## src/rtl/neopixel_frame_builder.sv

```systemverilog
// rtl/neopixel_frame_builder.sv - shadow/live framebuf builder for the neopixel driver
// Optional per-channel brightness scaling under NEOPIXEL_BRIGHTNESS_EN.
module neopixel_frame_builder #(
    parameter int NUM_LEDS = 16,
    parameter int IDX_W    = 4
) (
    input  logic                    clk,
    input  logic                    nrst,
    input  logic                    wr_valid,
    output logic                    wr_ready,
    input  logic [IDX_W-1:0]        wr_idx,
    input  logic [23:0]             wr_rgb,
    input  logic                    clr_req,
    input  logic                    commit,
`ifdef NEOPIXEL_BRIGHTNESS_EN
    input  logic [7:0]              brightness,
`endif
    output logic                    busy,
    output logic [7:0]              frame_count,
    output logic                    idx_err,
    output logic [24*NUM_LEDS-1:0]  framebuf
);

    typedef enum logic {S_IDLE, S_FILL} state_t;

    state_t                 r_state;
    state_t                 w_state_nxt;
    logic [24*NUM_LEDS-1:0] r_shadow;
    logic [24*NUM_LEDS-1:0] r_framebuf;
    logic [23:0]            r_fill_grb;
    logic [IDX_W-1:0]       r_fill_idx;
    logic [7:0]             r_count;
    logic                   r_idx_err;
    logic                   r_pending;

    logic [7:0]             w_r;
    logic [7:0]             w_g;
    logic [7:0]             w_b;
    logic [23:0]            w_grb;
    logic                   w_wr_fire;
    logic                   w_idx_ok;
    logic                   w_fill_last;
    logic                   w_commit_exec;

`ifdef NEOPIXEL_BRIGHTNESS_EN
    function automatic logic [7:0] scale(input logic [7:0] c, input logic [7:0] b);
        logic [15:0] p;
        p = 16'(c) * 16'({1'b0, b} + 9'd1);
        return p[15:8];
    endfunction

    assign w_r = scale(wr_rgb[23:16], brightness);
    assign w_g = scale(wr_rgb[15:8],  brightness);
    assign w_b = scale(wr_rgb[7:0],   brightness);
`else
    assign w_r = wr_rgb[23:16];
    assign w_g = wr_rgb[15:8];
    assign w_b = wr_rgb[7:0];
`endif

    // Wire order per LED is G, R, B from the low byte up.
    assign w_grb         = {w_b, w_r, w_g};
    assign wr_ready      = nrst && (r_state == S_IDLE) && !clr_req;
    assign w_wr_fire     = wr_valid && wr_ready;
    assign w_idx_ok      = (32'(wr_idx) < NUM_LEDS);
    assign w_fill_last   = (32'(r_fill_idx) == NUM_LEDS - 1);
    assign w_commit_exec = r_pending && (r_state == S_IDLE);

    always_ff @(posedge clk) begin
        if (!nrst) begin
            r_state <= S_IDLE;
        end else begin
            r_state <= w_state_nxt;
        end
    end

    always_comb begin
        w_state_nxt = r_state;
        case (r_state)
            S_IDLE:  if (clr_req)     w_state_nxt = S_FILL;
            S_FILL:  if (w_fill_last) w_state_nxt = S_IDLE;
            default: w_state_nxt = S_IDLE;
        endcase
    end

    always_ff @(posedge clk) begin
        if (!nrst) begin
            r_shadow   <= '0;
            r_framebuf <= '0;
            r_fill_grb <= '0;
            r_fill_idx <= '0;
            r_count    <= '0;
            r_idx_err  <= 1'b0;
            r_pending  <= 1'b0;
        end else begin
            if (w_wr_fire) begin
                if (w_idx_ok) r_shadow[32'(wr_idx)*24 +: 24] <= w_grb;
                else          r_idx_err <= 1'b1;
            end
            if (r_state == S_IDLE && clr_req) begin
                r_fill_grb <= w_grb;
                r_fill_idx <= '0;
            end
            if (r_state == S_FILL) begin
                r_shadow[32'(r_fill_idx)*24 +: 24] <= r_fill_grb;
                r_fill_idx <= r_fill_idx + IDX_W'(1);
            end
            if (w_commit_exec) begin
                r_framebuf <= r_shadow;
                r_count    <= r_count + 8'd1;
            end
            // A commit arriving while one is pending folds into it.
            r_pending <= (r_pending && !w_commit_exec) || (commit && !r_pending);
        end
    end

    assign busy        = nrst && ((r_state == S_FILL) || r_pending);
    assign frame_count = r_count;
    assign idx_err     = r_idx_err;
    assign framebuf    = r_framebuf;

endmodule

```

## config.mk

```make
export PLATFORM = sky130hd
export DESIGN_NAME = neopixel_frame_builder
export DESIGN_NICKNAME = d
export VERILOG_FILES = /design/src/rtl/neopixel_frame_builder.sv
export SDC_FILE = /design/constraint.sdc
export NUM_CORES = 2
export LEC_CHECK = 0
export BUFFER_PORTS_ARGS = -buffer_cell sky130_fd_sc_hd__buf_2
export CAP_MARGIN = 30
export CORE_UTILIZATION = 45
export CTS_CLUSTER_DIAMETER = 30
export DETAILED_ROUTE_END_ITERATION = 10
export PLACE_DENSITY = 0.74
export SETUP_SLACK_MARGIN = 0.3
export SKIP_CTS_REPAIR_TIMING = 1
export SYNTH_ARGS = -nofsm -noshare
export SYNTH_HDL_FRONTEND = slang
export SYNTH_SLANG_ARGS = --single-unit
```

## constraint.sdc

```tcl
create_clock -name clk -period 12.18 [get_ports clk]
set_clock_uncertainty 0.2 [all_clocks]
set_input_delay 1.827 -clock clk [delete_from_list [all_inputs] [get_ports clk]]
set_output_delay 1.827 -clock clk [all_outputs]
set_load 0.005 [all_outputs]
```

==> metrics.cfg <==
[pwr]
powerDensity_nw_per_um2 = 175
peakVddDrop_mv = 0.148
p_leak_nw = 17.4
power_mw = 8.07

[finish]
layout_common_cells = 1085 x nand2_1, 805 x dfxtp_1, 590 x a21oi_1, 428 x buf_2, 229 x mux2i_1
multiInputGateArea_um2 = 19800
seqCellArea_um2 = 16100
drive_gt1_frac = 0.186
fill_cells = 7473
nets = 5021
postLayoutCoreUtil = 0.560
mostFrequentLayoutCell = nand2_1
final_cells = 6181
finalInstanceArea_um2 = 46000
syn2layout_area_growth_pct = 22.8

[sta]
hold_viol_final = 0
rsz0062_at_grt = false
relSlewSlack = 0.0454
setup_tns_ns = 0
drv_slew = 0
max_clock_freq_mhz = 149
layout_min_cycle_time_ns = 6.70
setup_viol = 0
period_share = 0.550
worst_slew_pin_slew_ns = 1.43

[synthesis]
synthCells = 4677
syn_avg_cell_area_um2 = 8.02
synth_compound_area_frac = 0.236
yosys_most_used_dff = dfxtp_1
synthAdderAreaFrac = 0.00607
netlist-cell-type-count = 98
synth_edf_count = 0
ys_seq_area_frac = 0.430
synth-seq-cells = 806
synth_xor_area_frac = 0.00831
synthMuxAreaShare = 0.0738
synth_area_um2 = 37500
synth.net_count = 4727
ys_async_sr_fraction = 0
ys_warn_count = 0
synthSimpleGateAreaFrac = 0.199
synth_top_family_by_area = compound AO/OA/AOI/OAI gates

[die]
core_area_um2 = 82200
io_pins = 428
start_util = 0.456
dieArea_um2 = 84500
fp-row-count = 105
die_height_um = 291
fp.dieW_um = 291

[cts]
cts_root_buffer = clkbuf_16
clkLatencyLatePin_ns = 0.79
clock_path_buffers = 3
ctsHtreeMaxLevel = 4
cts_buffers = 162
cts_tree = yes
clkSinkCount = 806
cts.clk_slew.worst_paths_ns = 0.05

[route]
dr.pass1.iters = 11
first_iter_violations = 4627
finalWirelength_um = 159000
routed_via_density = 6.21
antenna_left = 0
drc = 1
via_count = 38360
post_drt_wl_per_cell_um = 25.7

[placed_design]
gp_congestion = 1.08
port_buffers = 426
placed_cells = 5871
dp_hpwl_um = 111000
dpl-instance-area_um2 = 40200

[global_route]
grtUsageTotal = 0.362
grt_pass1_wl_um = 232000
grt_max_degree = 155
gr-total-overflow = 0
antenna_found_initial = 8
grt_pass1_vias = 36298

[critical_path]
end_kind = register
crit_type = in2reg
critPathRequiredTime_ns = 12.66
crit_path_max_fanout = 47
startpoint_type = input pin
reg2regPathDepth = 12
arrival_ns = 7.18

[status]
status = finished, violations left
violations = DRC

[min_path]
hold_depth = 2
hp-class = reg2reg

[job]
drv_cap = 0

## critical path, stage by stage
cell and delay (ns):
buf_2 0.08, buf_4 0.52, ha_1 0.30, inv_1 0.06
fa_1 0.48, buf_4 0.24, or3b_1 0.51, nor3_1 0.32
ha_1 0.46, nor3b_1 0.49, nand2_1 0.55, or3_1 0.74
nor3_1 0.26, a211oi_1 0.08, a211oi_1 0.22
## per-layer routing
layer,share of wire,up-vias,track usage
met1,0.38,18136,0.438
met3,0.11,635,0.103
li1,-,17248,-
met2,0.44,2337,0.555
met5,0.00012,-,0
met4,0.072,4,0.247
## through the flow
step / hold WS [ns] / setup slack, ns
floorplan: 0.227 / 5.85
global placement: 0.239 / 4.82
detailed placement: 0.243 / 4.89
CTS: 0.249 / 5.68
global route: 0.260 / 5.25
finish: 0.247 / 5.48
## path summary, 6_finish.rpt
check	from	end	slack, ns
max	wr_idx[0]	r_shadow[348]	5.48
min reg2reg	framebuf[14]	framebuf[14]	0.25
min	framebuf[14]	framebuf[14]	0.25
max reg2reg	r_fill_idx[0]	r_shadow[196]	6.42
## power by group
| group | leakage (nW) | internal (mW) | switching (mW) |
|---|---|---|---|
| logic | 8.20 | 0.170 | 0.630 |
| registers | 6.49 | 2.66 | 0.0299 |
| clock network | 2.75 | 3.02 | 1.57 |
| total | 17.4 | 5.84 | 2.23 |
## registers in the layout, summed over array words and instances, names as in the netlist
register	flops
framebuf	384
r_shadow	384
r_fill_grb	24
r_pending	1
r_fill_idx	4
frame_count	8
r_state	1
## Yosys cell counts (all sizes together) (61+ instances only)
cell / instances / area (um2)
dfxtp: 806 / 16100
nand2: 1086 / 4080
nor3: 85 / 467
o21ai: 195 / 980
o211ai: 61 / 463
buf: 99 / 500
clkbuf: 303 / 1140
a21oi: 596 / 3010
nor2: 222 / 846
nand3: 92 / 465
o22ai: 123 / 783
mux2i: 229 / 2290
a211oi: 134 / 1020
## logic make-up after synthesis
family	count (synthesis)
DFF	806
other	1
xor gates and xnor gates	28
AOI/OAI and AO/OA	1413
and+or+nand+nor	1718
muxes	271
adders and majority gates	17
buffers and inverters	423
## final cells by class
| cell class | count | area share |
|---|---|---|
| clock inverter | 95 | 0.0267 |
| antenna | 3 | 0.000163 |
| clock buffer | 206 | 0.0978 |
| sequential | 806 | 0.351 |
| tap | 1070 | 0.0291 |
| timing repair buffer | 532 | 0.0645 |
| inverter | 21 | 0.00188 |
| multi-input combinational | 3448 | 0.429 |
Note: power is estimated with default switching activity, not from simulation.
